==> src/rtl/sat_accum_unit.sv <==
// sat_accum_unit
// Streaming saturating accumulator. A burst of WIDTH-bit operands is summed
// into one result. Each burst uses either signed or unsigned-with-signed-offset
// arithmetic, and either clamps or wraps on overflow. The unit tracks sticky
// positive/negative overflow flags and a saturating beat count.
//
// Ports:
//   clk, rst        rising-edge clock, asynchronous active-high reset
//   flush           synchronous abort; drops partial burst and held result
//   in_valid/ready  operand handshake (beat = in_valid && in_ready)
//   in_data         operand, two's complement
//   in_last         final beat of the burst
//   in_signed       1 = signed accumulator (sampled on first beat)
//   in_sat          1 = clamp on overflow, 0 = wrap (sampled on first beat)
//   out_valid/ready result handshake
//   out_result      accumulated value
//   out_po, out_no  sticky positive / negative overflow for the burst
//   out_count       beats in the burst, saturating at all-ones
module sat_accum_unit #(
    parameter int WIDTH = 32,
    parameter int CNT_W = 8
) (
    input  logic             clk,
    input  logic             rst,
    input  logic             flush,
    input  logic             in_valid,
    output logic             in_ready,
    input  logic [WIDTH-1:0] in_data,
    input  logic             in_last,
    input  logic             in_signed,
    input  logic             in_sat,
    output logic             out_valid,
    input  logic             out_ready,
    output logic [WIDTH-1:0] out_result,
    output logic             out_po,
    output logic             out_no,
    output logic [CNT_W-1:0] out_count
);

    typedef enum logic [1:0] {
        ST_IDLE  = 2'd0,
        ST_ACCUM = 2'd1,
        ST_HOLD  = 2'd2
    } state_t;

    typedef struct packed {
        logic             po;
        logic             no;
        logic [WIDTH-1:0] val;
    } step_t;

    localparam logic [WIDTH-1:0] S_MAX   = {1'b0, {(WIDTH-1){1'b1}}};
    localparam logic [WIDTH-1:0] S_MIN   = {1'b1, {(WIDTH-1){1'b0}}};
    localparam logic [WIDTH-1:0] U_MAX   = {WIDTH{1'b1}};
    localparam logic [WIDTH-1:0] U_MIN   = {WIDTH{1'b0}};
    localparam logic [CNT_W-1:0] CNT_ONE = {{(CNT_W-1){1'b0}}, 1'b1};
    localparam logic [CNT_W-1:0] CNT_MAX = {CNT_W{1'b1}};

    // One accumulation step: modular sum, overflow detection, optional clamp.
    // In unsigned mode the operand is a signed offset, so overflow is judged
    // by whether the unsigned sum moved in the direction the offset's sign says.
    function automatic step_t acc_step(input logic [WIDTH-1:0] acc,
                                       input logic [WIDTH-1:0] d,
                                       input logic             sgn,
                                       input logic             sat);
        step_t            r;
        logic [WIDTH-1:0] s;
        logic             lt;
        s  = acc + d;
        lt = (s < acc);
        if (sgn) begin
            r.po = !acc[WIDTH-1] && !d[WIDTH-1] &&  s[WIDTH-1];
            r.no =  acc[WIDTH-1] &&  d[WIDTH-1] && !s[WIDTH-1];
        end else begin
            r.po = !d[WIDTH-1] &&  lt;
            r.no =  d[WIDTH-1] && !lt;
        end
        if (sat && r.po) begin
            r.val = sgn ? S_MAX : U_MAX;
        end else if (sat && r.no) begin
            r.val = sgn ? S_MIN : U_MIN;
        end else begin
            r.val = s;
        end
        return r;
    endfunction

    state_t           state_r;
    logic [WIDTH-1:0] acc_r;
    logic             po_r;
    logic             no_r;
    logic [CNT_W-1:0] cnt_r;
    logic             sgn_r;
    logic             sat_r;
    logic             in_ready_r;
    logic             out_valid_r;
    logic [WIDTH-1:0] out_result_r;
    logic             out_po_r;
    logic             out_no_r;
    logic [CNT_W-1:0] out_count_r;

    logic             beat_s;
    step_t            step_s;
    logic [WIDTH-1:0] acc_nxt_s;
    logic             po_nxt_s;
    logic             no_nxt_s;
    logic [CNT_W-1:0] cnt_nxt_s;

    assign in_ready   = in_ready_r;
    assign out_valid  = out_valid_r;
    assign out_result = out_result_r;
    assign out_po     = out_po_r;
    assign out_no     = out_no_r;
    assign out_count  = out_count_r;

    // Next accumulator, flag and count values for a beat accepted this cycle.
    // The first beat of a burst loads the operand directly and clears history.
    always_comb begin
        beat_s    = in_valid && in_ready_r && !flush;
        step_s    = acc_step(acc_r, in_data, sgn_r, sat_r);
        acc_nxt_s = step_s.val;
        po_nxt_s  = po_r | step_s.po;
        no_nxt_s  = no_r | step_s.no;
        cnt_nxt_s = (cnt_r == CNT_MAX) ? cnt_r : cnt_r + CNT_ONE;
        if (state_r == ST_IDLE) begin
            acc_nxt_s = in_data;
            po_nxt_s  = 1'b0;
            no_nxt_s  = 1'b0;
            cnt_nxt_s = CNT_ONE;
        end else begin
            acc_nxt_s = step_s.val;
        end
    end

    // Burst control FSM with accumulator state and registered result outputs.
    always_ff @(posedge clk or posedge rst) begin
        if (rst) begin
            state_r      <= ST_IDLE;
            acc_r        <= {WIDTH{1'b0}};
            po_r         <= 1'b0;
            no_r         <= 1'b0;
            cnt_r        <= {CNT_W{1'b0}};
            sgn_r        <= 1'b0;
            sat_r        <= 1'b0;
            in_ready_r   <= 1'b1;
            out_valid_r  <= 1'b0;
            out_result_r <= {WIDTH{1'b0}};
            out_po_r     <= 1'b0;
            out_no_r     <= 1'b0;
            out_count_r  <= {CNT_W{1'b0}};
        end else if (flush) begin
            state_r     <= ST_IDLE;
            in_ready_r  <= 1'b1;
            out_valid_r <= 1'b0;
        end else begin
            case (state_r)
                ST_IDLE, ST_ACCUM: begin
                    if (beat_s) begin
                        acc_r <= acc_nxt_s;
                        po_r  <= po_nxt_s;
                        no_r  <= no_nxt_s;
                        cnt_r <= cnt_nxt_s;
                        if (state_r == ST_IDLE) begin
                            sgn_r <= in_signed;
                            sat_r <= in_sat;
                        end else begin
                            sgn_r <= sgn_r;
                            sat_r <= sat_r;
                        end
                        if (in_last) begin
                            state_r      <= ST_HOLD;
                            in_ready_r   <= 1'b0;
                            out_valid_r  <= 1'b1;
                            out_result_r <= acc_nxt_s;
                            out_po_r     <= po_nxt_s;
                            out_no_r     <= no_nxt_s;
                            out_count_r  <= cnt_nxt_s;
                        end else begin
                            state_r <= ST_ACCUM;
                        end
                    end else begin
                        state_r <= state_r;
                    end
                end
                ST_HOLD: begin
                    if (out_ready) begin
                        state_r     <= ST_IDLE;
                        in_ready_r  <= 1'b1;
                        out_valid_r <= 1'b0;
                    end else begin
                        state_r <= ST_HOLD;
                    end
                end
                default: begin
                    state_r     <= ST_IDLE;
                    in_ready_r  <= 1'b1;
                    out_valid_r <= 1'b0;
                end
            endcase
        end
    end

endmodule

==> config.mk <==
export PLATFORM = sky130hd
export DESIGN_NAME = sat_accum_unit
export DESIGN_NICKNAME = d
export VERILOG_FILES = /design/src/rtl/sat_accum_unit.sv
export SDC_FILE = /design/constraint.sdc
export NUM_CORES = 1
export LEC_CHECK = 0
export ABC_AREA = 1
export ABC_CLOCK_PERIOD_IN_PS = 3400
export CAP_MARGIN = 25
export CORE_AREA = 2 2 135 110
export CTS_BUF_LIST = sky130_fd_sc_hd__clkbuf_8
export CTS_CLUSTER_DIAMETER = 80
export DETAILED_ROUTE_END_ITERATION = 8
export DIE_AREA = 0 0 137 112
export MAX_ROUTING_LAYER = met4
export PLACE_DENSITY = 0.78
export SYNTH_ARGS = -nofsm -noshare
export SYNTH_HDL_FRONTEND = slang
export SYNTH_SLANG_ARGS = --single-unit
==> constraint.sdc <==
create_clock -name clk -period 3.4 [get_ports clk]
set_input_delay 0.51 -clock clk [delete_from_list [all_inputs] [get_ports clk]]
set_output_delay 0.51 -clock clk [all_outputs]
set_load 0.01 [all_outputs]
## Yosys cells after proc, flatten, opt, wreduce, memory -nomap -nowiden

Cells that the tools add are included.

- Output and inout port bits: 44
- Bits in registers: 90
- Input port bits: 40
- Logic and storage cells: 71

- Equality and inequality tests: 6
- Mux-type cells: 25
- Reductions and logical operators: 21
- Bitwise gates (word level): 3
- Magnitude comparators: 1
- Add/sub/neg operators: 2

Operator list:

| operator | count |
|---|---|
| $mux 32 | 5 |
| $add 32x32->32 | 1 |
| $lt 32x32->1 | 1 |
| $mux 8 | 2 |
| $logic_and 1x1->1 | 10 |
| $mux 1 | 10 |
| $mux 2 | 5 |
| $ne 3x3->1 const B | 3 |
| $add 8x1->8 const B | 1 |
| $eq 8x8->1 const B | 1 |
| $reduce_and 4->1 | 2 |
| $reduce_and 3->1 | 2 |
| $logic_not 1->1 | 5 |
| $pmux 1 s2 | 2 |
| $pmux 2 s2 | 1 |
| $eq 2x1->1 const B | 1 |
| $eq 2x2->1 const B | 1 |
| $logic_not 2->1 | 1 |
| $or 1x1->1 | 2 |
| $reduce_or 2->1 | 1 |
| $not 1->1 | 1 |

## Logic depth before layout (Yosys ltp)

Gate-level depths: netlist (run 1).

- Depth in word-level cells: 9
- Gate-level depth with buffers: 31
- Mapped depth without buffers: 31

## Worst setup path after synthesis (run 1)

OpenSTA, ideal clock, no wires.

- Path type: input -> register
- Start point: in in_data[0]
- End point: reg acc_r[24]
- Arrival: 3.400 ns
- Slack: -0.130 ns
- Stages on the path: 26
- Buffers on the path: 1
- Required time: 3.270 ns
- Library setup time: 0.130 ns
- Path through: ha_1 -> fa_1 -> nand3_1 -> nand2_1 -> nand2_1 -> nand2_1 -> nand2_1 -> nand2_2 -> nand2_1 -> nand2_1 -> nand3_1 -> nand2_1 -> xor2_1 -> ha_1 -> nand2_1 -> nor2_1 -> nand4_1 -> a21oi_1 -> nor2_1 -> nand3_1 -> nand2_2 -> a21oi_4 -> buf_6 -> nand2_2 -> nand3_1 -> o21ai_1

- Word-level cells in the longest chain between the ends: 9
- Elaborated cells between the ends (all ways): 14
- Classes of those cells: add/sub (1); order compare (1); mux (4); reduce/logical (8)

Ends and longest elaborated chain:

| what | line | source |
|---|---|---|
| start, declared | 28 | `input logic [WIDTH-1:0] in_data,` |
| $add 32x32->32 (*) | 69 | `s = acc + d;` |
| $lt 32x32->1 | 70 | `lt = (s < acc);` |
| $logic_not 1->1 | 76 | `r.no = d[WIDTH-1] && !lt;` |
| $logic_and 1x1->1 | 76 |  |
| $mux 2 | 71 | `if (sgn) begin` |
| $logic_and 1x1->1 | 80 | `end else if (sat && r.no) begin` |
| $mux 32 | 80 |  |
| $mux 32 (*) | 78 | `if (sat && r.po) begin` |
| $mux 32 (*) | 125 | `if (state_r == ST_IDLE) begin` |
| end signal, assigned | 139 | `acc_r <= {WIDTH{1'b0}};` |
| end signal, assigned | 159 | `acc_r <= acc_nxt_s;` |
| end, declared | 89 | `logic [WIDTH-1:0] acc_r;` |

Every way passes the cells marked *; elsewhere a longest branch is shown, timed or not.
A chain may end at the register's enable or synchronous reset.

## Worst setup path after layout (run 1)

- Start point: reg acc_r[0]
- End point: reg acc_r[21]

- Word-level cells in the longest chain between the ends: 9
- Elaborated cells between the ends (all ways): 14
- Classes of those cells: add/sub (1); order compare (1); mux (4); reduce/logical (8)

Ends and longest elaborated chain:

| what | line |
|---|---|
| $add 32x32->32 | 69 |
| $lt 32x32->1 | 70 |
| $logic_not 1->1 | 76 |
| $logic_and 1x1->1 | 76 |
| $mux 2 | 71 |
| $logic_and 1x1->1 | 80 |
| $mux 32 | 80 |
| $mux 32 (*) | 78 |
| $mux 32 (*) | 125 |

Marked as above.

==> flow_summary.html, run 1 <==
<table>
<tr><th>Metric</th><th>Value</th></tr>
<tr><th colspan="2">Power</th></tr>
<tr><td>Sequential power share</td><td>17.1%</td></tr>
<tr><td>Internal Dissipation</td><td>0.00582 W</td></tr>
<tr><td>Clk network pwr share</td><td>7.5%</td></tr>
<tr><td>Power per cell area</td><td>1080 mW/mm2</td></tr>
<tr><td>Switching part of the total power</td><td>47.5%</td></tr>
<tr><td>Net switching component of the power</td><td>0.00527 W</td></tr>
<tr><td>Peak supply drop</td><td>0.000627 V</td></tr>
<tr><td>Leakage</td><td>4.89 nW</td></tr>
<tr><td>Combinational share of power</td><td>75.3%</td></tr>
<tr><th colspan="2">Placement</th></tr>
<tr><td>Total half-perimeter wirelength after legalization and detailed placement</td><td>15000 um</td></tr>
<tr><td>Area of placed instances</td><td>0.00875 mm2</td></tr>
<tr><td>Total of buffers placed on input and output ports</td><td>83</td></tr>
<tr><td>Minimum setup slack after placement</td><td>-1090 ps</td></tr>
<tr><td>Final weighted congestion of routability-driven global placement</td><td>0.967</td></tr>
<tr><th colspan="2">Worst setup path</th></tr>
<tr><td>Startpoint of the worst-slack reg-to-reg timing path</td><td>acc_r[0]</td></tr>
<tr><td>Minimum setup slack among reg-to-reg paths</td><td>-510 ps</td></tr>
<tr><td>Highest fanout seen on the critical path</td><td>6</td></tr>
<tr><td>Destination of the worst register-to-register timing path</td><td>acc_r[21]</td></tr>
<tr><td>Critical path capture point type</td><td>flip-flop</td></tr>
<tr><td>Arrival @ worst endpoint</td><td>4190 ps</td></tr>
<tr><td>Worst Path Required</td><td>3680 ps</td></tr>
<tr><td>Depth of the worst register-to-register path</td><td>23</td></tr>
<tr><td>Worst setup SP type</td><td>flip-flop</td></tr>
<tr><td>Critical Setup Path Class</td><td>flip-flop to flip-flop</td></tr>
<tr><th colspan="2">Floorplan</th></tr>
<tr><td>Starting utilization of the core area</td><td>48.9%</td></tr>
<tr><td>Floorplan core area</td><td>0.0141 mm2</td></tr>
<tr><td>Row cnt</td><td>39</td></tr>
<tr><td>Die Y-Extent</td><td>112 um</td></tr>
<tr><td>Num ports</td><td>84</td></tr>
<tr><td>Die width</td><td>137 um</td></tr>
<tr><td>Total Die Area</td><td>0.0153 mm2</td></tr>
<tr><th colspan="2">Synth</th></tr>
<tr><td>Number of distinct library cell variants in the gate-level netlist after synthesis</td><td>42</td></tr>
<tr><td>Syn Inst Count</td><td>951</td></tr>
<tr><td>Commonest cells post-synth</td><td>277 x sky130_fd_sc_hd__nand2_1, 94 x sky130_fd_sc_hd__inv_1, 89 x sky130_fd_sc_hd__dfrtp_1</td></tr>
<tr><td>Library cell with the highest instance count after synthesis</td><td>sky130_fd_sc_hd__nand2_1</td></tr>
<tr><td>Net count after synthesis</td><td>1056</td></tr>
<tr><td>Synth Cell Area</td><td>0.00688 mm2</td></tr>
<tr><td>EDFF count, synth</td><td>0</td></tr>
<tr><td>Proportion of register bits with asynchronous set or reset after synthesis</td><td>100%</td></tr>
<tr><td>Most area-consuming cells after synthesis</td><td>sky130_fd_sc_hd__dfrtp_1 32%, sky130_fd_sc_hd__nand2_1 15%, sky130_fd_sc_hd__ha_1 12%, sky130_fd_sc_hd__nand3_1 5.9%, sky130_fd_sc_hd__inv_1 5.1%</td></tr>
<tr><td>Fraction of the yosys area taken by sequential cells</td><td>32.8%</td></tr>
<tr><td>Area fraction of the dominant cell type after synthesis</td><td>32.4%</td></tr>
<tr><td>Cell type contributing the most total cell area after synthesis</td><td>sky130_fd_sc_hd__dfrtp_1</td></tr>
<tr><td>Ys Warns</td><td>0</td></tr>
<tr><td>Number of synthesized register bits</td><td>90</td></tr>
<tr><td>Dominant synthesized flop cell</td><td>sky130_fd_sc_hd__dfrtp_1</td></tr>
<tr><td>Synthesized area per cell</td><td>7.23 um2</td></tr>
<tr><th colspan="2">Clock network</th></tr>
<tr><td>Maximum clock path buffer count</td><td>2</td></tr>
<tr><td>Hold Buf Count CTS</td><td>0</td></tr>
<tr><td>Clk root buf</td><td>sky130_fd_sc_hd__clkbuf_8</td></tr>
<tr><td>CTS tree</td><td>done</td></tr>
<tr><td>Sinks on Clock Net</td><td>90</td></tr>
<tr><td>Worst-Skew Late Latency</td><td>400 ps</td></tr>
<tr><td>Clock transition at the registers of the reported paths</td><td>110 ps</td></tr>
<tr><td>Number of H-tree levels</td><td>3</td></tr>
<tr><td>Clock buffer count from CTS</td><td>9</td></tr>
<tr><th colspan="2">Cells and area</th></tr>
<tr><td>Fraction of layout cells with a size suffix above 1</td><td>35.0%</td></tr>
<tr><td>Area growth syn-to-layout</td><td>48.9%</td></tr>
<tr><td>Sequential standard cell area</td><td>0.00225 mm2</td></tr>
<tr><td>Number of antenna diodes</td><td>0</td></tr>
<tr><td>Number of inserted filler cells in the final layout</td><td>1027</td></tr>
<tr><td>Core utilization of the finished layout</td><td>72.8%</td></tr>
<tr><td>Multi-input combinational cell area</td><td>0.00516 mm2</td></tr>
<tr><td>NumNets Final</td><td>1267</td></tr>
<tr><td>Cell area after layout</td><td>0.0102 mm2</td></tr>
<tr><th colspan="2">Drt</th></tr>
<tr><td>Router iterations before antenna repair</td><td>6</td></tr>
<tr><td>Detailed-route via count</td><td>7372</td></tr>
<tr><td>Total met2 wirelength after detailed routing</td><td>11000 um</td></tr>
<tr><td>Highest routing layer actually used</td><td>met4</td></tr>
<tr><td>Iteration-0 DRC Markers</td><td>656</td></tr>
<tr><td>Routed len/inst</td><td>17.0 um</td></tr>
<tr><td>WL met3</td><td>1600 um</td></tr>
<tr><td>Metal1 wirelength</td><td>9940 um</td></tr>
<tr><td>Number of routed nets with antenna violations</td><td>0</td></tr>
<tr><td>Total routed wirelength</td><td>23000 um</td></tr>
<tr><td>Drt drc</td><td>0</td></tr>
<tr><td>Via/cell ratio</td><td>5.46</td></tr>
<tr><th colspan="2">STA</th></tr>
<tr><td>Final-report max-slew violation count</td><td>0</td></tr>
<tr><td>Worst Skew</td><td>20.3 ps</td></tr>
<tr><td>Final hold vios</td><td>0</td></tr>
<tr><td>Fraction of the cycle the final worst path needs</td><td>115%</td></tr>
<tr><td>Post-route setup TNS</td><td>-30720 ps</td></tr>
<tr><td>Crit path time final</td><td>3910 ps</td></tr>
<tr><td>Final setup margin</td><td>-514 ps</td></tr>
<tr><td>Worst Max-Slew Pin Slew</td><td>763 ps</td></tr>
<tr><td>Setup repair after global routing missed its margin</td><td>yes</td></tr>
<tr><td>Rel. slew slack</td><td>49.0%</td></tr>
<tr><td>Count of final setup violators</td><td>68</td></tr>
<tr><td>Fmax achieved</td><td>255 MHz</td></tr>
<tr><th colspan="2">Flow run</th></tr>
<tr><td>Number of maximum-capacitance constraint violations</td><td>0</td></tr>
<tr><th colspan="2">Worst hold path</th></tr>
<tr><td>Min-Delay Endpoint</td><td>out_result[11]</td></tr>
<tr><td>Hold Crit Class</td><td>flip-flop to flip-flop</td></tr>
<tr><td>Number of cells on the worst hold path</td><td>2</td></tr>
<tr><td>Hold Startpoint</td><td>out_result[11]</td></tr>
<tr><th colspan="2">Global routing</th></tr>
<tr><td>Vias in the first global route</td><td>7139</td></tr>
<tr><td>Total gr overflow</td><td>0</td></tr>
<tr><td>Total global routing track utilization</td><td>29.4%</td></tr>
<tr><td>Global-route wire length before repair</td><td>34600 um</td></tr>
<tr><td>Initial antenna violation count</td><td>0</td></tr>
<tr><td>Pin count of the biggest net entering global routing</td><td>50</td></tr>
<tr><th colspan="2">Run status</th></tr>
<tr><td>Run status</td><td>complete, but fails checks</td></tr>
<tr><td>Violated checks</td><td>setup timing</td></tr>
</table>
## per-layer routing
layer | up-vias | track usage [%]
met2 | 292 | 47.1
met3 | 45 | 4.78
met4 | 0 | 7.84
met5 | - | -
li1 | 3528 | -
met1 | 3507 | 38.5
## cell usage in the layout, fill, tap and decap left out, drive strengths merged, types with 2 or more instances in the layout
cell and count:
nand2 307, buf 141, inv 99, dfrtp 89
nand3 82, o21ai 67, ha 64, a21oi 59
clkdlybuf4s50 57, nor2 50, or2 32, dlygate4sd2 26
xor2 21, clkbuf 11, nor3 10, nand4 9
xnor2 9, o211ai 5, o21bai 5, a21o 4
clkinv 3, nor4 2, o2111ai 2, a211oi 2
mux2 2
## worst max-delay path by stage
stage | startpoint | to | slack, ps | depth (start not counted)
floorplan | in_data[0] | acc_r[24] | -20 | 26
global placement | in_data[2] | acc_r[13] | -960 | 24
detailed placement | in_data[2] | acc_r[19] | -1090 | 24
CTS | acc_r[0] | acc_r[13] | -270 | 27
global route | acc_r[0] | acc_r[21] | -720 | 23
finish | acc_r[0] | acc_r[21] | -510 | 23
## critical path, cell delays in order (launching register included)
cell and delay, ps:
sky130_fd_sc_hd__dfrtp_1 430, sky130_fd_sc_hd__ha_4 190, sky130_fd_sc_hd__fa_2 410, sky130_fd_sc_hd__nand3_2 90
sky130_fd_sc_hd__nand2_2 70, sky130_fd_sc_hd__buf_4 140, sky130_fd_sc_hd__nand4_1 100, sky130_fd_sc_hd__nand3_2 170
sky130_fd_sc_hd__a21oi_2 250, sky130_fd_sc_hd__xnor2_2 100, sky130_fd_sc_hd__ha_1 300, sky130_fd_sc_hd__nand2_2 70
sky130_fd_sc_hd__nor2_4 90, sky130_fd_sc_hd__nand4_1 190, sky130_fd_sc_hd__nor2_1 170, sky130_fd_sc_hd__nand2_1 100
sky130_fd_sc_hd__nand3_2 90, sky130_fd_sc_hd__nand2_2 80, sky130_fd_sc_hd__a21oi_4 230, sky130_fd_sc_hd__buf_6 160
sky130_fd_sc_hd__clkbuf_16 160, sky130_fd_sc_hd__nand2_2 60, sky130_fd_sc_hd__nand3_1 60, sky130_fd_sc_hd__o21ai_1 70
## registers in the layout, indices dropped and copies added (netlist names)
register / count
out_po: 1
out_count: 8
state_r: 2
out_no: 1
cnt_r: 8
out_valid: 1
po_r: 1
no_r: 1
sat_r: 1
sgn_r: 1
out_result: 32
acc_r: 32
in_ready: 1
## area by class of cell
type / count / share of cell area [%]
clock inverters: 7 / 0.904
multi-input cells: 739 / 50.4
inverters: 96 / 3.53
well taps: 184 / 2.25
repair buffers: 226 / 19.7
clock buffers: 9 / 1.21
flip-flops and latches: 90 / 22.0
## stage by stage
| step | power [W] | hold WS [ps] | cells |
|---|---|---|---|
| detailed placement | 0.00827 | 465 | 1308 |
| finish | 0.0111 | 489 | 1351 |
| global route | 0.0119 | 510 | 1351 |
| CTS | 0.0102 | 494 | 1343 |
| floorplan | 0.00557 | 448 | 951 |
| global placement | 0.00814 | 462 | 1308 |
## power by group through the flow
stage / Combinational (W) / Clock (W) / Sequential, W
after floorplan: 0.00371 / 0 / 0.00187
after global placement: 0.00633 / 0 / 0.00181
after detailed placement: 0.00644 / 0 / 0.00183
after CTS: 0.00744 / 0.000843 / 0.00189
after global routing: 0.00903 / 0.000891 / 0.00195
final: 0.00835 / 0.000835 / 0.00190
## repair_timing
item                                    4_1_cts  5_1_grt
pin swaps                                    37       36
buffers inserted                             18       12
endpoints found under the hold margin         0        0
resized for setup                           142      107
gates cloned                                  3        2
endpoints found under the setup margin       68       68
## cell families after synthesis
kind of cell / share of synthesized area, %
simple gates: 31.7
compound gates: 12.1
buf+inv: 7.39
flops: 32.8
fa+ha+maj: 11.9
xor+xnor: 3.82
mux: 0.328
Note: power is estimated with default switching activity, not from simulation.
==> inputs of run 2 (changes only) <==
--- a/config.mk
+++ b/config.mk
@@ -6,15 +6,16 @@
 export NUM_CORES = 1
 export LEC_CHECK = 0
 export ABC_AREA = 1
-export ABC_CLOCK_PERIOD_IN_PS = 3400
+export ABC_CLOCK_PERIOD_IN_PS = 3900
 export CAP_MARGIN = 25
 export CORE_AREA = 2 2 135 110
-export CTS_BUF_LIST = sky130_fd_sc_hd__clkbuf_8
+export CTS_BUF_LIST = sky130_fd_sc_hd__clkbuf_4 sky130_fd_sc_hd__clkbuf_8
 export CTS_CLUSTER_DIAMETER = 80
 export DETAILED_ROUTE_END_ITERATION = 8
 export DIE_AREA = 0 0 137 112
 export MAX_ROUTING_LAYER = met4
-export PLACE_DENSITY = 0.78
+export PLACE_DENSITY = 0.75
+export SETUP_SLACK_MARGIN = 0.15
 export SYNTH_ARGS = -nofsm -noshare
 export SYNTH_HDL_FRONTEND = slang
 export SYNTH_SLANG_ARGS = --single-unit
==> constraint.sdc (replaced) <==
create_clock -name clk -period 3.9 [get_ports clk]
set_input_delay 0.585 -clock clk [delete_from_list [all_inputs] [get_ports clk]]
set_output_delay 0.585 -clock clk [all_outputs]
set_load 0.01 [all_outputs]
==> flow_summary.html, run 2 (synthesis results as in run 1) <==
<table>
<tr><th>Metric</th><th>Value</th></tr>
<tr><th colspan="2">Run status</th></tr>
<tr><td>Run status</td><td>complete, but fails checks (unchanged)</td></tr>
<tr><td>Violated checks</td><td>setup timing (unchanged)</td></tr>
<tr><th colspan="2">Global routing</th></tr>
<tr><td>Global-route wire length before repair</td><td>33700 um (was 34600 um)</td></tr>
<tr><td>Pin count of the biggest net entering global routing</td><td>52 (was 50)</td></tr>
<tr><td>Total gr overflow</td><td>0 (unchanged)</td></tr>
<tr><td>Total global routing track utilization</td><td>28.6% (was 29.4%)</td></tr>
<tr><td>Initial antenna violation count</td><td>0 (unchanged)</td></tr>
<tr><td>Vias in the first global route</td><td>6965 (was 7139)</td></tr>
<tr><th colspan="2">Clock network</th></tr>
<tr><td>CTS tree</td><td>done (unchanged)</td></tr>
<tr><td>Clock transition at the registers of the reported paths</td><td>110 ps (about the same)</td></tr>
<tr><td>Maximum clock path buffer count</td><td>2 (unchanged)</td></tr>
<tr><td>Sinks on Clock Net</td><td>90 (unchanged)</td></tr>
<tr><td>Worst-Skew Late Latency</td><td>390 ps (was 400 ps)</td></tr>
<tr><td>Number of H-tree levels</td><td>3 (unchanged)</td></tr>
<tr><td>Clk root buf</td><td>sky130_fd_sc_hd__clkbuf_8 (unchanged)</td></tr>
<tr><td>Hold Buf Count CTS</td><td>0 (unchanged)</td></tr>
<tr><td>Clock buffer count from CTS</td><td>9 (unchanged)</td></tr>
<tr><th colspan="2">Power</th></tr>
<tr><td>Combinational share of power</td><td>75.5% (was 75.3%)</td></tr>
<tr><td>Peak supply drop</td><td>0.000520 V (was 0.000627 V)</td></tr>
<tr><td>Net switching component of the power</td><td>0.00472 W (was 0.00527 W)</td></tr>
<tr><td>Clk network pwr share</td><td>7.7% (was 7.5%)</td></tr>
<tr><td>Switching part of the total power</td><td>47.4% (was 47.5%)</td></tr>
<tr><td>Power per cell area</td><td>958 mW/mm2 (was 1080 mW/mm2)</td></tr>
<tr><td>Leakage</td><td>5.01 nW (was 4.89 nW)</td></tr>
<tr><td>Sequential power share</td><td>16.8% (was 17.1%)</td></tr>
<tr><td>Internal Dissipation</td><td>0.00525 W (was 0.00582 W)</td></tr>
<tr><th colspan="2">Drt</th></tr>
<tr><td>Number of routed nets with antenna violations</td><td>0 (unchanged)</td></tr>
<tr><td>Iteration-0 DRC Markers</td><td>543 (was 656)</td></tr>
<tr><td>Total routed wirelength</td><td>23700 um (was 23000 um)</td></tr>
<tr><td>Routed len/inst</td><td>17.5 um (was 17.0 um)</td></tr>
<tr><td>Via/cell ratio</td><td>5.53 (was 5.46)</td></tr>
<tr><td>Detailed-route via count</td><td>7507 (was 7372)</td></tr>
<tr><td>Router iterations before antenna repair</td><td>7 (was 6)</td></tr>
<tr><td>Drt drc</td><td>0 (unchanged)</td></tr>
<tr><th colspan="2">Cells and area</th></tr>
<tr><td>Commonest non-fill, non-tap cells in the layout</td><td>231 x sky130_fd_sc_hd__nand2_1, 135 x sky130_fd_sc_hd__buf_4, 93 x sky130_fd_sc_hd__inv_1 (was 228 x sky130_fd_sc_hd__nand2_1, 126 x sky130_fd_sc_hd__buf_4, 91 x sky130_fd_sc_hd__inv_1)</td></tr>
<tr><td>Number of inserted filler cells in the final layout</td><td>990 (was 1027)</td></tr>
<tr><td>Number of antenna diodes</td><td>0 (unchanged)</td></tr>
<tr><td>Count of placed standard cells in the final layout, fillers left out</td><td>1358 (was 1351)</td></tr>
<tr><td>Fraction of layout cells with a size suffix above 1</td><td>36.3% (was 35.0%)</td></tr>
<tr><td>NumNets Final</td><td>1274 (was 1267)</td></tr>
<tr><td>Leading cell type in the layout, fill and taps excluded</td><td>sky130_fd_sc_hd__nand2_1 (unchanged)</td></tr>
<tr><td>Area growth syn-to-layout</td><td>51.3% (was 48.9%)</td></tr>
<tr><td>Multi-input combinational cell area</td><td>0.00526 mm2 (was 0.00516 mm2)</td></tr>
<tr><td>Sequential standard cell area</td><td>0.00225 mm2 (unchanged)</td></tr>
<tr><th colspan="2">Worst setup path</th></tr>
<tr><td>Worst Path Required</td><td>4150 ps (was 3680 ps)</td></tr>
<tr><td>Worst setup SP type</td><td>flip-flop (unchanged)</td></tr>
<tr><td>Critical path capture point type</td><td>flip-flop (unchanged)</td></tr>
<tr><td>Depth of the worst register-to-register path</td><td>27 (was 23)</td></tr>
<tr><td>Arrival @ worst endpoint</td><td>4170 ps (was 4190 ps)</td></tr>
<tr><td>Minimum setup slack among reg-to-reg paths</td><td>-10 ps (was -510 ps)</td></tr>
<tr><td>Destination of the worst register-to-register timing path</td><td>acc_r[17] (was acc_r[21])</td></tr>
<tr><td>Critical Setup Path Class</td><td>flip-flop to flip-flop (unchanged)</td></tr>
<tr><td>Highest fanout seen on the critical path</td><td>4 (was 6)</td></tr>
<tr><td>Startpoint of the worst-slack reg-to-reg timing path</td><td>acc_r[3] (was acc_r[0])</td></tr>
<tr><th colspan="2">Floorplan</th></tr>
<tr><td>Starting utilization of the core area</td><td>48.9% (unchanged)</td></tr>
<tr><td>Die width</td><td>137 um (unchanged)</td></tr>
<tr><td>Total Die Area</td><td>0.0153 mm2 (unchanged)</td></tr>
<tr><td>Num ports</td><td>84 (unchanged)</td></tr>
<tr><td>Die Y-Extent</td><td>112 um (unchanged)</td></tr>
<tr><td>Floorplan core area</td><td>0.0141 mm2 (unchanged)</td></tr>
<tr><td>Row cnt</td><td>39 (unchanged)</td></tr>
<tr><th colspan="2">Placement</th></tr>
<tr><td>Total of buffers placed on input and output ports</td><td>83 (unchanged)</td></tr>
<tr><td>Placed Cells</td><td>1309 (was 1308)</td></tr>
<tr><td>Minimum setup slack after placement</td><td>-717 ps (was -1090 ps)</td></tr>
<tr><td>Total half-perimeter wirelength after legalization and detailed placement</td><td>15100 um (was 15000 um)</td></tr>
<tr><td>Final weighted congestion of routability-driven global placement</td><td>0.972 (was 0.967)</td></tr>
<tr><th colspan="2">STA</th></tr>
<tr><td>Fraction of the cycle the final worst path needs</td><td>100% (was 115%)</td></tr>
<tr><td>Final-report max-slew violation count</td><td>0 (unchanged)</td></tr>
<tr><td>Fmax achieved</td><td>255 MHz (about the same)</td></tr>
<tr><td>Final hold vios</td><td>0 (unchanged)</td></tr>
<tr><td>Worst Max-Slew Pin Slew</td><td>962 ps (was 763 ps)</td></tr>
<tr><td>Rel. slew slack</td><td>35.8% (was 49.0%)</td></tr>
<tr><td>Final setup margin</td><td>-14.6 ps (was -514 ps)</td></tr>
<tr><td>Count of final setup violators</td><td>1 (was 68)</td></tr>
<tr><td>Worst Skew</td><td>19.2 ps (was 20.3 ps)</td></tr>
<tr><td>Crit path time final</td><td>3910 ps (about the same)</td></tr>
<tr><td>Setup repair after global routing missed its margin</td><td>yes (unchanged)</td></tr>
<tr><td>Post-route setup TNS</td><td>-14.6 ps (was -30720 ps)</td></tr>
<tr><th colspan="2">Worst hold path</th></tr>
<tr><td>Number of cells on the worst hold path</td><td>2 (unchanged)</td></tr>
<tr><td>Hold Crit Class</td><td>flip-flop to flip-flop (unchanged)</td></tr>
<tr><td>Min-Delay Endpoint</td><td>out_result[8] (was out_result[11])</td></tr>
<tr><td>Hold Startpoint</td><td>out_result[8] (was out_result[11])</td></tr>
<tr><th colspan="2">Flow run</th></tr>
<tr><td>Number of maximum-capacitance constraint violations</td><td>0 (unchanged)</td></tr>
</table>
run 2: cell count changes in the layout (fill, tap and decap cells not counted), moves of 7 or more:
cell | before | now
sky130_fd_sc_hd__buf_4 | 126 | 135
sky130_fd_sc_hd__nand2_4 | 18 | 27
sky130_fd_sc_hd__buf_6 | 10 | 3
sky130_fd_sc_hd__clkbuf_2 | 0 | 7
sky130_fd_sc_hd__a21oi_2 | 13 | 20
sky130_fd_sc_hd__a21oi_1 | 43 | 36
sky130_fd_sc_hd__nand2_2 | 60 | 49
sky130_fd_sc_hd__dlygate4sd2_1 | 26 | 19
run 2: metrics by stage:
step           util [%]  cell area, um2  hold slack, ps  power (W)
6_report           74.0           10400             490    0.00997
5_1_grt            74.0           10400             509     0.0106
4_1_cts            68.2            9580             490    0.00862
3_3_place_gp       62.2            8740             462    0.00708
3_5_place_dp       62.2            8740             465    0.00718
2_1_floorplan         -            6880             448    0.00483
run 2: cell type report:
class	instances	share of cell area, %
timing repair buffer	232	19.9
inverter	96	3.48
multi-input combinational	740	50.5
sequential	90	21.7
clock inverter	5	0.842
clock buffer	11	1.33
tap	184	2.21
run 2: how the worst max path moves through the flow:
| stage | slack, ps | from | end | cells after the start |
|---|---|---|---|---|
| final | -10 | acc_r[3] | acc_r[17] | 27 |
| after global routing | -150 | acc_r[0] | acc_r[17] | 29 |
| after CTS | 120 | in_data[0] | out_result[23] | 28 |
| after detailed placement | -720 | in_data[18] | acc_r[5] | 24 |
| after global placement | -640 | in_data[18] | acc_r[11] | 24 |
| after floorplan | 290 | in_data[0] | acc_r[24] | 26 |
run 2: timing repair:
action                                  in CTS  in global routing
setup buffers                               12                 16
gates cloned                                 2                  4
endpoints found under the setup margin      68                 68
resized for setup                          101                168
pin swaps                                   27                 80
run 2: worst max-delay path, stage by stage, from the launching register on:
cell,delay [ps]
sky130_fd_sc_hd__dfrtp_1,440
sky130_fd_sc_hd__ha_4,310
sky130_fd_sc_hd__nand2_1,70
sky130_fd_sc_hd__buf_4,130
sky130_fd_sc_hd__nor2_1,140
sky130_fd_sc_hd__nand2_1,130
sky130_fd_sc_hd__nand2_2,140
sky130_fd_sc_hd__nand2_1,80
sky130_fd_sc_hd__nand2_2,100
sky130_fd_sc_hd__nand2_2,100
sky130_fd_sc_hd__nand2_1,100
sky130_fd_sc_hd__nand2_2,60
sky130_fd_sc_hd__nand2_2,70
sky130_fd_sc_hd__inv_1,90
sky130_fd_sc_hd__ha_4,280
sky130_fd_sc_hd__nand2_2,70
sky130_fd_sc_hd__nor2_4,120
sky130_fd_sc_hd__nand4_1,190
sky130_fd_sc_hd__nor2_1,180
sky130_fd_sc_hd__nand2_2,90
sky130_fd_sc_hd__nand3_2,80
sky130_fd_sc_hd__nand2_2,90
sky130_fd_sc_hd__a21oi_4,170
sky130_fd_sc_hd__buf_6,150
sky130_fd_sc_hd__clkbuf_16,160
sky130_fd_sc_hd__nand2_4,60
sky130_fd_sc_hd__nand3_2,60
sky130_fd_sc_hd__o21ai_1,100
run 2: power by group through the flow:
stage	logic (W)	registers [W]	clock network (W)
after global placement	0.00549	0.00159	0
final	0.00752	0.00168	0.000768
after floorplan	0.00320	0.00162	0
after detailed placement	0.00559	0.00159	0
after global routing	0.00813	0.00171	0.000803
after CTS	0.00622	0.00164	0.000764
run 2: routing by layer:
layer  part of all wire [%]  track usage [%]  vias to the layer above
met5                      0                -                        -
met4                    3.0             7.08                        0
met3                    6.6             5.46                       81
met2                     47             45.5                      321
met1                     43             37.5                     3551
li1                       -                -                     3554
==> inputs of run 3 (changes only) <==
--- a/config.mk
+++ b/config.mk
@@ -14,7 +14,7 @@
 export DETAILED_ROUTE_END_ITERATION = 8
 export DIE_AREA = 0 0 137 112
 export MAX_ROUTING_LAYER = met4
-export PLACE_DENSITY = 0.75
+export PLACE_DENSITY = 0.83
 export SETUP_SLACK_MARGIN = 0.15
 export SYNTH_ARGS = -nofsm -noshare
 export SYNTH_HDL_FRONTEND = slang
==> flow_summary.html, run 3 (synthesis results as in run 1) <==
<table>
<tr><th>Metric</th><th>Value</th></tr>
<tr><th colspan="2">Worst setup path</th></tr>
<tr><td>Worst Path Required</td><td>4220 ps (was 4150 ps)</td></tr>
<tr><td>Slowest Stage Delay on Critical Path</td><td>360 ps (was 440 ps)</td></tr>
<tr><td>Cell chain of the critical path</td><td>dlygate4sd2_1, ha_4, nand2_1, nand2_1, o21bai_2, a21oi_1, o211ai_1, xor2_1, ha_1, a21oi_2, nor2_1, nor3_2, a21oi_1, nor2_1, nand3_2, nand2_2, a21oi_4, buf_12, clkbuf_16, nand2_2, nand3_2, o21ai_1</td></tr>
<tr><td>Worst setup SP type</td><td>primary input (was flip-flop)</td></tr>
<tr><td>Critical path capture point type</td><td>flip-flop (unchanged)</td></tr>
<tr><td>Arrival @ worst endpoint</td><td>4240 ps (was 4170 ps)</td></tr>
<tr><td>Critical Setup Path Class</td><td>primary input to flip-flop (was flip-flop to flip-flop)</td></tr>
<tr><td>Startpoint of the worst-slack reg-to-reg timing path</td><td>acc_r[2] (was acc_r[3])</td></tr>
<tr><td>Slowest cell on crit path</td><td>sky130_fd_sc_hd__ha_1 (was sky130_fd_sc_hd__dfrtp_1)</td></tr>
<tr><td>Launch point of the worst path</td><td>in_data[16] (was acc_r[3])</td></tr>
<tr><td>Highest fanout seen on the critical path</td><td>6 (was 4)</td></tr>
<tr><th colspan="2">Flow run</th></tr>
<tr><td>Number of maximum-capacitance constraint violations</td><td>0 (unchanged)</td></tr>
<tr><th colspan="2">Floorplan</th></tr>
<tr><td>Die Y-Extent</td><td>112 um (unchanged)</td></tr>
<tr><td>Die width</td><td>137 um (unchanged)</td></tr>
<tr><td>Starting utilization of the core area</td><td>48.9% (unchanged)</td></tr>
<tr><td>Row cnt</td><td>39 (unchanged)</td></tr>
<tr><td>Num ports</td><td>84 (unchanged)</td></tr>
<tr><td>Floorplan core area</td><td>0.0141 mm2 (unchanged)</td></tr>
<tr><td>Total Die Area</td><td>0.0153 mm2 (unchanged)</td></tr>
<tr><th colspan="2">Drt</th></tr>
<tr><td>Highest routing layer actually used</td><td>met4 (unchanged)</td></tr>
<tr><td>Via/cell ratio</td><td>5.67 (was 5.53)</td></tr>
<tr><td>Detailed-route via count</td><td>7528 (was 7507)</td></tr>
<tr><td>WL met3</td><td>1760 um (was 1570 um)</td></tr>
<tr><td>Routed len/inst</td><td>17.7 um (was 17.5 um)</td></tr>
<tr><td>Number of routed nets with antenna violations</td><td>0 (unchanged)</td></tr>
<tr><td>Iteration-0 DRC Markers</td><td>665 (was 543)</td></tr>
<tr><td>Metal1 wirelength</td><td>9490 um (was 10200 um)</td></tr>
<tr><td>Drt drc</td><td>0 (unchanged)</td></tr>
<tr><td>Total met2 wirelength after detailed routing</td><td>11300 um (was 11200 um)</td></tr>
<tr><td>Total routed wirelength</td><td>23500 um (was 23700 um)</td></tr>
<tr><td>Router iterations before antenna repair</td><td>6 (was 7)</td></tr>
<tr><th colspan="2">Clock network</th></tr>
<tr><td>CTS tree</td><td>done (unchanged)</td></tr>
<tr><td>Clock buffer count from CTS</td><td>9 (unchanged)</td></tr>
<tr><td>Sinks on Clock Net</td><td>90 (unchanged)</td></tr>
<tr><td>Clock transition at the registers of the reported paths</td><td>100 ps (was 110 ps)</td></tr>
<tr><td>Hold Buf Count CTS</td><td>0 (unchanged)</td></tr>
<tr><td>Worst-Skew Late Latency</td><td>410 ps (was 390 ps)</td></tr>
<tr><td>Number of H-tree levels</td><td>3 (unchanged)</td></tr>
<tr><td>Maximum clock path buffer count</td><td>2 (unchanged)</td></tr>
<tr><td>Clk root buf</td><td>sky130_fd_sc_hd__clkbuf_8 (unchanged)</td></tr>
<tr><th colspan="2">Worst hold path</th></tr>
<tr><td>Hold Crit Class</td><td>flip-flop to flip-flop (unchanged)</td></tr>
<tr><td>Hold Startpoint</td><td>out_count[7] (was out_result[8])</td></tr>
<tr><th colspan="2">Placement</th></tr>
<tr><td>Total of buffers placed on input and output ports</td><td>83 (unchanged)</td></tr>
<tr><td>Total half-perimeter wirelength after legalization and detailed placement</td><td>14500 um (was 15100 um)</td></tr>
<tr><td>Minimum setup slack after placement</td><td>-600 ps (was -717 ps)</td></tr>
<tr><td>Placed Cells</td><td>1282 (was 1309)</td></tr>
<tr><td>Final weighted congestion of routability-driven global placement</td><td>0.991 (was 0.972)</td></tr>
<tr><th colspan="2">STA</th></tr>
<tr><td>Crit path time final</td><td>3920 ps (was 3910 ps)</td></tr>
<tr><td>Final setup margin</td><td>-23.6 ps (was -14.6 ps)</td></tr>
<tr><td>Fmax achieved</td><td>255 MHz (about the same)</td></tr>
<tr><td>Fraction of the cycle the final worst path needs</td><td>101% (was 100%)</td></tr>
<tr><td>Setup repair after global routing missed its margin</td><td>yes (unchanged)</td></tr>
<tr><td>Worst Max-Slew Pin Slew</td><td>831 ps (was 962 ps)</td></tr>
<tr><td>Final-report max-slew violation count</td><td>0 (unchanged)</td></tr>
<tr><td>Rel. slew slack</td><td>44.6% (was 35.8%)</td></tr>
<tr><td>Final hold vios</td><td>0 (unchanged)</td></tr>
<tr><td>Count of final setup violators</td><td>14 (was 1)</td></tr>
<tr><td>Worst Skew</td><td>16.5 ps (was 19.2 ps)</td></tr>
<tr><th colspan="2">Cells and area</th></tr>
<tr><td>Core utilization of the finished layout</td><td>72.8% (was 74.0%)</td></tr>
<tr><td>Leading cell type in the layout, fill and taps excluded</td><td>sky130_fd_sc_hd__nand2_1 (unchanged)</td></tr>
<tr><td>Count of placed standard cells in the final layout, fillers left out</td><td>1327 (was 1358)</td></tr>
<tr><td>Number of inserted filler cells in the final layout</td><td>946 (was 990)</td></tr>
<tr><td>NumNets Final</td><td>1243 (was 1274)</td></tr>
<tr><td>Commonest non-fill, non-tap cells in the layout</td><td>218 x sky130_fd_sc_hd__nand2_1, 105 x sky130_fd_sc_hd__buf_4, 92 x sky130_fd_sc_hd__inv_1 (was 231 x sky130_fd_sc_hd__nand2_1, 135 x sky130_fd_sc_hd__buf_4, 93 x sky130_fd_sc_hd__inv_1)</td></tr>
<tr><td>Area growth syn-to-layout</td><td>48.8% (was 51.3%)</td></tr>
<tr><td>Number of antenna diodes</td><td>0 (unchanged)</td></tr>
<tr><td>Fraction of layout cells with a size suffix above 1</td><td>34.8% (was 36.3%)</td></tr>
<tr><th colspan="2">Run status</th></tr>
<tr><td>Run status</td><td>complete, but fails checks (unchanged)</td></tr>
<tr><td>Violated checks</td><td>setup timing (unchanged)</td></tr>
<tr><th colspan="2">Global routing</th></tr>
<tr><td>Pin count of the biggest net entering global routing</td><td>67 (was 52)</td></tr>
<tr><td>Vias in the first global route</td><td>7123 (was 6965)</td></tr>
<tr><td>Total global routing track utilization</td><td>28.9% (was 28.6%)</td></tr>
<tr><td>Total gr overflow</td><td>0 (unchanged)</td></tr>
<tr><td>Global-route wire length before repair</td><td>34000 um (was 33700 um)</td></tr>
<tr><td>Initial antenna violation count</td><td>0 (unchanged)</td></tr>
<tr><th colspan="2">Power</th></tr>
<tr><td>Leakage</td><td>4.89 nW (was 5.01 nW)</td></tr>
<tr><td>Power per cell area</td><td>967 mW/mm2 (was 958 mW/mm2)</td></tr>
<tr><td>Peak supply drop</td><td>0.000428 V (was 0.000520 V)</td></tr>
</table>
-- run 3: cell count changes in the layout (fill, tap and decap cells not counted), moves of 5 or more --
cell,previous run,this run
sky130_fd_sc_hd__nand3_2,42,37
sky130_fd_sc_hd__nand2_2,49,63
sky130_fd_sc_hd__buf_4,135,105
sky130_fd_sc_hd__clkbuf_2,7,1
sky130_fd_sc_hd__dlymetal6s2s_1,2,8
sky130_fd_sc_hd__nand2_1,231,218
-- run 3: final cells by class --
type,count,area [um2],area share [%]
multi-input cells,740,5270,51.5
clock buffers,10,138,1.35
repair buffers,201,1900,18.6
flip-flops and latches,90,2250,22.0
inverters,96,362,3.53
clock inverters,6,76.3,0.746
well taps,184,230,2.25
-- run 3: path summary, 6_finish.rpt --
| check | cells past startpoint | slack, ps | to |
|---|---|---|---|
| min in group asynchronous | 2 | 610 | out_count[1] |
| min | 2 | 490 | out_count[7] |
| min reg2reg | 2 | 490 | out_count[7] |
| max in group asynchronous | 3 | 2520 | in_ready |
| max reg2reg | 25 | -10 | acc_r[29] |
| max | 22 | -20 | acc_r[29] |
-- run 3: worst max-delay path: cells and delay by family --
kind	cells	cell delay, ps
fa+ha+maj	2	620
compound gates	7	1080
xor+xnor	1	200
simple gates	9	1070
buf+inv	3	660
-- run 3: repair_timing --
item                       CTS  global route
pin swaps                   26            65
setup endpoints to repair   68            68
buffers inserted             5            19
resized for setup           92           180
cloned                       1             4
-- run 3: per-layer routing --
| metal | vias up | track usage [%] |
|---|---|---|
| met5 | - | - |
| met1 | 3546 | 37.3 |
| met3 | 103 | 5.74 |
| li1 | 3485 | - |
| met2 | 394 | 45.8 |
| met4 | 0 | 8.93 |
-- run 3: through the flow --
stage | TNS [ps] | instance area (um2) | hold WS [ps] | total power, W
2_1_floorplan | 0 | 6880 | 448 | 0.00483
3_3_place_gp | -31210 | 8520 | 461 | 0.00682
3_5_place_dp | -35070 | 8550 | 466 | 0.00698
4_1_cts | 0 | 9280 | 491 | 0.00832
5_1_grt | -8690 | 10200 | 509 | 0.0105
6_report | -135 | 10200 | 487 | 0.00989
-- run 3: power by group --
group | switching, W | internal, W
Clock | 0.000407 | 0.000328
Combinational | 0.00403 | 0.00347
Sequential | 0.000335 | 0.00132
